`src/rtl/adpll_tx_ser.sv`:
```
// adpll_tx_ser: CPU-programmable byte FIFO feeding a bit serialiser that
// drives the ADPLL modulation input, one bit per BIT_DIV+1 clocks.
module adpll_tx_ser #(
  parameter int DATA_W = 32,
  parameter int ADDR_W = 2,
  parameter int DEPTH  = 8,
  parameter int DIV_W  = 16
) (
  input  logic              clk,
  input  logic              rst_n,
  input  logic              valid,
  input  logic [ADDR_W-1:0] address,
  input  logic [DATA_W-1:0] wdata,
  input  logic              wstrb,
  output logic [DATA_W-1:0] rdata,
  output logic              ready,
  output logic              data_mod,
  output logic              bit_stb,
  output logic              tx_busy
);

  localparam int AW = $clog2(DEPTH);

  typedef enum logic [1:0] {S_IDLE, S_LOAD, S_SHIFT} state_t;

  state_t            state;
  logic [7:0]        mem [DEPTH];
  logic [AW:0]       wr_ptr, rd_ptr, level;
  logic              full, empty;
  logic [DIV_W-1:0]  bit_div, div_cur, timer;
  logic              en, lsb_first, lsb_cur, ovf;
  logic [7:0]        shreg, head;
  logic [2:0]        bit_cnt;
  logic              wr, sel_tx, sel_div, sel_ctrl, sel_stat;
  logic              flush, push_req, push, pop, at_bound, last_bit;
  logic [8:0]        status;
  logic              unused_wdata;

  assign wr       = valid & wstrb;
  assign sel_tx   = (address == ADDR_W'(0));
  assign sel_div  = (address == ADDR_W'(1));
  assign sel_ctrl = (address == ADDR_W'(2));
  assign sel_stat = (address == ADDR_W'(3));
  assign flush    = wr & sel_ctrl & wdata[2];
  assign push_req = wr & sel_tx & ~flush;
  assign push     = push_req & ~full;

  assign level = wr_ptr - rd_ptr;
  assign full  = (level == (AW+1)'(DEPTH));
  assign empty = (level == '0);
  assign head  = mem[rd_ptr[AW-1:0]];

  assign at_bound = (timer == div_cur);
  assign last_bit = (bit_cnt == 3'd7);
  // A byte is popped on the LOAD cycle, or straight from the last bit
  // boundary of the previous byte so back-to-back bytes have no gap.
  assign pop = ~flush & ((state == S_LOAD) |
               ((state == S_SHIFT) & at_bound & last_bit & en & ~empty));

  assign status       = {ovf, tx_busy, full, empty, 5'(level)};
  assign unused_wdata = ^wdata;

  // FIFO storage
  always_ff @(posedge clk) begin
    if (push) mem[wr_ptr[AW-1:0]] <= wdata[7:0];
  end

  // FIFO pointers; flush empties the queue
  always_ff @(posedge clk or negedge rst_n) begin
    if (!rst_n) begin
      wr_ptr <= '0;
      rd_ptr <= '0;
    end else if (flush) begin
      wr_ptr <= '0;
      rd_ptr <= '0;
    end else begin
      if (push) wr_ptr <= wr_ptr + 1'b1;
      if (pop)  rd_ptr <= rd_ptr + 1'b1;
    end
  end

  // CPU-visible registers and acknowledge
  always_ff @(posedge clk or negedge rst_n) begin
    if (!rst_n) begin
      ready     <= 1'b0;
      bit_div   <= '0;
      en        <= 1'b0;
      lsb_first <= 1'b0;
      ovf       <= 1'b0;
    end else begin
      ready <= valid;
      if (wr & sel_div) bit_div <= wdata[DIV_W-1:0];
      if (wr & sel_ctrl) begin
        en        <= wdata[0];
        lsb_first <= wdata[1];
      end
      if (push_req & full)                ovf <= 1'b1;
      else if (wr & sel_stat & wdata[8])  ovf <= 1'b0;
    end
  end

  // Register read mux
  always_comb begin
    rdata = '0;
    if (sel_div)       rdata = DATA_W'(bit_div);
    else if (sel_ctrl) rdata = DATA_W'({lsb_first, en});
    else if (sel_stat) rdata = DATA_W'(status);
  end

  // Serialiser FSM with registered data_mod/bit_stb/tx_busy
  always_ff @(posedge clk or negedge rst_n) begin
    if (!rst_n) begin
      state    <= S_IDLE;
      shreg    <= '0;
      lsb_cur  <= 1'b0;
      bit_cnt  <= '0;
      timer    <= '0;
      div_cur  <= '0;
      data_mod <= 1'b0;
      bit_stb  <= 1'b0;
      tx_busy  <= 1'b0;
    end else begin
      bit_stb <= 1'b0;
      if (flush) begin
        state    <= S_IDLE;
        data_mod <= 1'b0;
        tx_busy  <= 1'b0;
      end else if (pop) begin
        state    <= S_SHIFT;
        shreg    <= head;
        lsb_cur  <= lsb_first;
        data_mod <= lsb_first ? head[0] : head[7];
        bit_stb  <= 1'b1;
        bit_cnt  <= '0;
        timer    <= '0;
        div_cur  <= bit_div;
        tx_busy  <= 1'b1;
      end else begin
        case (state)
          S_IDLE: begin
            data_mod <= 1'b0;
            if (en & ~empty) begin
              state   <= S_LOAD;
              tx_busy <= 1'b1;
            end
          end
          S_SHIFT: begin
            if (!at_bound) begin
              timer <= timer + 1'b1;
            end else if (last_bit) begin
              state    <= S_IDLE;
              data_mod <= 1'b0;
              tx_busy  <= 1'b0;
            end else begin
              // BIT_DIV is resampled only here, so a mid-bit write
              // never shortens the bit already on the line.
              bit_cnt  <= bit_cnt + 1'b1;
              timer    <= '0;
              div_cur  <= bit_div;
              bit_stb  <= 1'b1;
              data_mod <= lsb_cur ? shreg[1] : shreg[6];
              shreg    <= lsb_cur ? (shreg >> 1) : (shreg << 1);
            end
          end
          default: state <= S_IDLE;
        endcase
      end
    end
  end

endmodule

```
`config.mk`:
```
export PLATFORM = sky130hd
export DESIGN_NAME = adpll_tx_ser
export DESIGN_NICKNAME = d
export VERILOG_FILES = /design/src/rtl/adpll_tx_ser.sv
export SDC_FILE = /design/constraint.sdc
export NUM_CORES = 1
export LEC_CHECK = 0
export CAP_MARGIN = 20
export CORE_ASPECT_RATIO = 2
export CORE_MARGIN = 10
export CORE_UTILIZATION = 55
export CTS_CLUSTER_DIAMETER = 50
export DETAILED_ROUTE_END_ITERATION = 7
export PLACE_DENSITY = 0.75
export SYNTH_ARGS = -nofsm -noshare
export SYNTH_HDL_FRONTEND = slang
export SYNTH_SLANG_ARGS = --single-unit
```
`constraint.sdc`:
```
create_clock -name clk -period 7.5 [get_ports clk]
set_input_delay 1.5 -clock clk [delete_from_list [all_inputs] [get_ports clk]]
set_output_delay 1.5 -clock clk [all_outputs]
set_load 0.1 [all_outputs]
```
==> flow_summary.json <==
{
  "status": "completed",
  "die_area_um2": 17600,
  "post_cts_buffers": 0,
  "hold_viol": 0,
  "end_kind": "primary output",
  "arrival_ns": 4.46,
  "clk_latency_ns": 0.42,
  "drtIter0Drc": 213,
  "crit_family": "buffers and inverters",
  "skew_ns": 0.00987,
  "yosysUniqueCellTypes": 64,
  "tightest_slew_ns": 1.02,
  "placed_cells": 693,
  "cts_resized": 0,
  "via_per_inst": 6.13,
  "yosysSeqAreaShare": 0.560,
  "grt_pass1_wl_um": 24900,
  "startpoint": "address[1]",
  "vdd_drop_max_v": 0.000249,
  "design.portCount": 74,
  "drc": 0,
  "syn_inst": 527,
  "fill_cells": 900,
  "rows": 57,
  "clk_path_buf_depth": 2,
  "async_flop_share": 0.546,
  "gp_congestion": 0.879,
  "fin_setup_tns_ns": 0,
  "antennaDiodeCount": 0,
  "crit_type": "in2out",
  "drv_slew": 0,
  "synth.most_common_cell": "dfrtp_1",
  "period_share": 0.795,
  "grt_pass1_vias": 4751,
  "finalCriticalPeriod_ns": 5.96,
  "rsz0062_at_grt": "false",
  "avgRoutedWirePerCell_um": 21.4,
  "worst-path-buf-inv": 2,
  "worstSetupStartpointType": "input pin",
  "grt_overflow": 0,
  "syn_to_final_growth_pct": 14.6,
  "yosysTopAreaCell": "dfrtp_1",
  "powerDensity_nw_per_um2": 399,
  "seq_power_share": 0.363,
  "start_util": 0.564,
  "r2r_end": "div_cur[14]$_DFFE_PN0P_",
  "die_w_um": 99.1,
  "cts_hold_buf": 0,
  "max_stage_delay_ns": 1.14,
  "core_area_um2": 12200,
  "synth_common_cells": "dfrtp_1 (77), edfxtp_1 (64), mux2_2 (31), nand2_1 (27), nand3_1 (27)",
  "sw_frac_of_total": 0.389,
  "crit_cells": 4,
  "path_cells": "clkdlybuf4s50_1, nor2b_1, a22o_1, clkdlybuf4s50_1",
  "path_max_fanout": 15,
  "antenna_left": 0,
  "detail_route.first_pass.iterations": 5,
  "design.final.nets": 612,
  "r2r_slack_ns": 3.66,
  "fmax_mhz": 168,
  "cp_common_cell": "clkdlybuf4s50_1",
  "antenna_found_initial": 0,
  "combPwrFrac": 0.375,
  "setup_violations": 0,
  "endpoint": "rdata[1]",
  "final-seq-area_um2": 3850,
  "synthFlopType": "dfrtp_1",
  "leakage_nw": 3.11,
  "drt_wl_total_um": 15500,
  "cts.sinks": 141,
  "hold-worst-slack_ns": 0.517,
  "r2r_start": "rd_ptr[1]$_DFFE_PN0P_",
  "worstRegToRegCells": 9,
  "p_int_w": 0.00192,
  "ys_seq_elements": 141,
  "grt_max_degree": 78,
  "die_h_um": 178,
  "clkPwrFrac": 0.261,
  "drv_cap": 0,
  "cts_root_buf": "clkbuf_16",
  "synth_top_area_frac": 0.280,
  "track_usage": 0.180,
  "synthTopCellsByArea": "dfrtp_1 (28%), edfxtp_1 (28%), mux4_2 (5.2%)",
  "fin_util": 0.646,
  "dp.final_hpwl_um": 11100,
  "avgSynthCellArea_um2": 13.0,
  "cts_buffers": 17,
  "io_buffers": 41,
  "synth_edf_count": 64,
  "syn_area_um2": 6880,
  "multi_input_area_um2": 2750,
  "switching_power_w": 0.00122,
  "cts_tree": "done",
  "worst_ep_required_time_ns": 6.00,
  "worstHoldPathType": "reg2reg",
  "vias": 4441,
  "cp_slowest_cell": "clkdlybuf4s50_1",
  "drive_gt1_frac": 0.192,
  "yosysWarnings": 0,
  "h-tree-depth": 4,
  "clk_pin_slew_worst_paths_ns": 0.06,
  "final_cells": 725,
  "slew_headroom": 0.312
}
-- flip-flops by register name (all words and copies together) (netlist names), 2 cells and up --
| signal | cells |
|---|---|
| mem | 64 |
| bit_div | 16 |
| div_cur | 16 |
| timer | 16 |
| shreg | 8 |
| rd_ptr | 4 |
| wr_ptr | 4 |
| bit_cnt | 3 |
| state | 2 |
-- layout make-up --
cell class              count  share of cell area
multi-input cells         340               0.348
clock buffers              17              0.0540
flip-flops and latches    141               0.488
well taps                 147              0.0233
clock inverters            15              0.0191
inverters                  16             0.00762
repair buffers             49              0.0594
-- per-layer routing --
| layer | routed length, um | part of all wire | up-vias | global-route usage |
|---|---|---|---|---|
| li1 | - | - | 2020 | - |
| met1 | 5200 | 0.34 | 2211 | 0.174 |
| met2 | 8820 | 0.57 | 157 | 0.333 |
| met3 | 815 | 0.053 | 53 | 0.0430 |
| met4 | 679 | 0.044 | 0 | 0.110 |
| met5 | 0 | 0 | - | 0 |
-- worst min-delay path by stage --
stage                                       from                      to  slack [ns]  cells past startpoint
after detailed placement         ovf$_DFFE_PN0P_         ovf$_DFFE_PN0P_        0.50                      1
after floorplan             state[0]$_DFFE_PN0P_    state[0]$_DFFE_PN0P_        0.47                      1
after CTS                        ovf$_DFFE_PN0P_         ovf$_DFFE_PN0P_        0.52                      1
after global placement    bit_cnt[1]$_DFFE_PN0P_  bit_cnt[1]$_DFFE_PN0P_        0.50                      1
after global routing      bit_cnt[2]$_DFFE_PN0P_  bit_cnt[2]$_DFFE_PN0P_        0.54                      1
final                     bit_cnt[2]$_DFFE_PN0P_  bit_cnt[2]$_DFFE_PN0P_        0.52                      1
-- cell usage in the layout, fill, tap and decap left out, types with 4 or more instances in the layout --
cell type	instances
mux2_4	11
nor3_1	14
edfxtp_1	64
mux2_2	31
nor2_1	15
clkdlybuf4s50_1	40
or3_1	5
mux4_2	16
nand4_1	6
inv_1	15
mux2i_1	10
a21oi_1	6
a31oi_1	9
dfrtp_1	77
o21ai_0	16
a41oi_1	4
a221oi_1	7
conb_1	16
clkbuf_16	17
a22o_1	10
nor4_1	4
nand2_1	27
nand3_1	27
nor2b_1	9
and2_1	15
xnor2_1	19
ha_1	8
inv_6	7
buf_4	9
o31ai_1	7
nand3b_1	4
-- stage by stage --
step,power (W),area [um2],setup WS [ns]
2_1_floorplan,0.00207,6930,2.60
3_3_place_gp,0.00229,7310,1.53
3_5_place_dp,0.00233,7310,1.49
4_1_cts,0.00316,7880,1.49
5_1_grt,0.00330,7880,1.34
6_report,0.00314,7880,1.54
-- power by group through the flow --
| stage | clock network [W] | registers [W] | logic, W |
|---|---|---|---|
| after floorplan | 0 | 0.00110 | 0.000972 |
| after global placement | 0 | 0.00115 | 0.00114 |
| after detailed placement | 0 | 0.00115 | 0.00118 |
| after CTS | 0.000833 | 0.00114 | 0.00118 |
| after global routing | 0.000865 | 0.00116 | 0.00128 |
| final | 0.000821 | 0.00114 | 0.00118 |
-- cell families (layout without fill, tap and decap cells) --
family | Yosys count | in the layout | synth area share
AOI/OAI and AO/OA | 76 | 76 | 0.0828
xor gates and xnor gates | 23 | 23 | 0.0304
adders and majority gates | 9 | 9 | 0.0175
buffers and inverters | 61 | 97 | 0.0499
DFF | 141 | 141 | 0.560
muxes | 68 | 68 | 0.142
other | 1 | 16 | 0.000545
and+or+nand+nor | 148 | 148 | 0.117
Power figures use the tool's default switching activity.
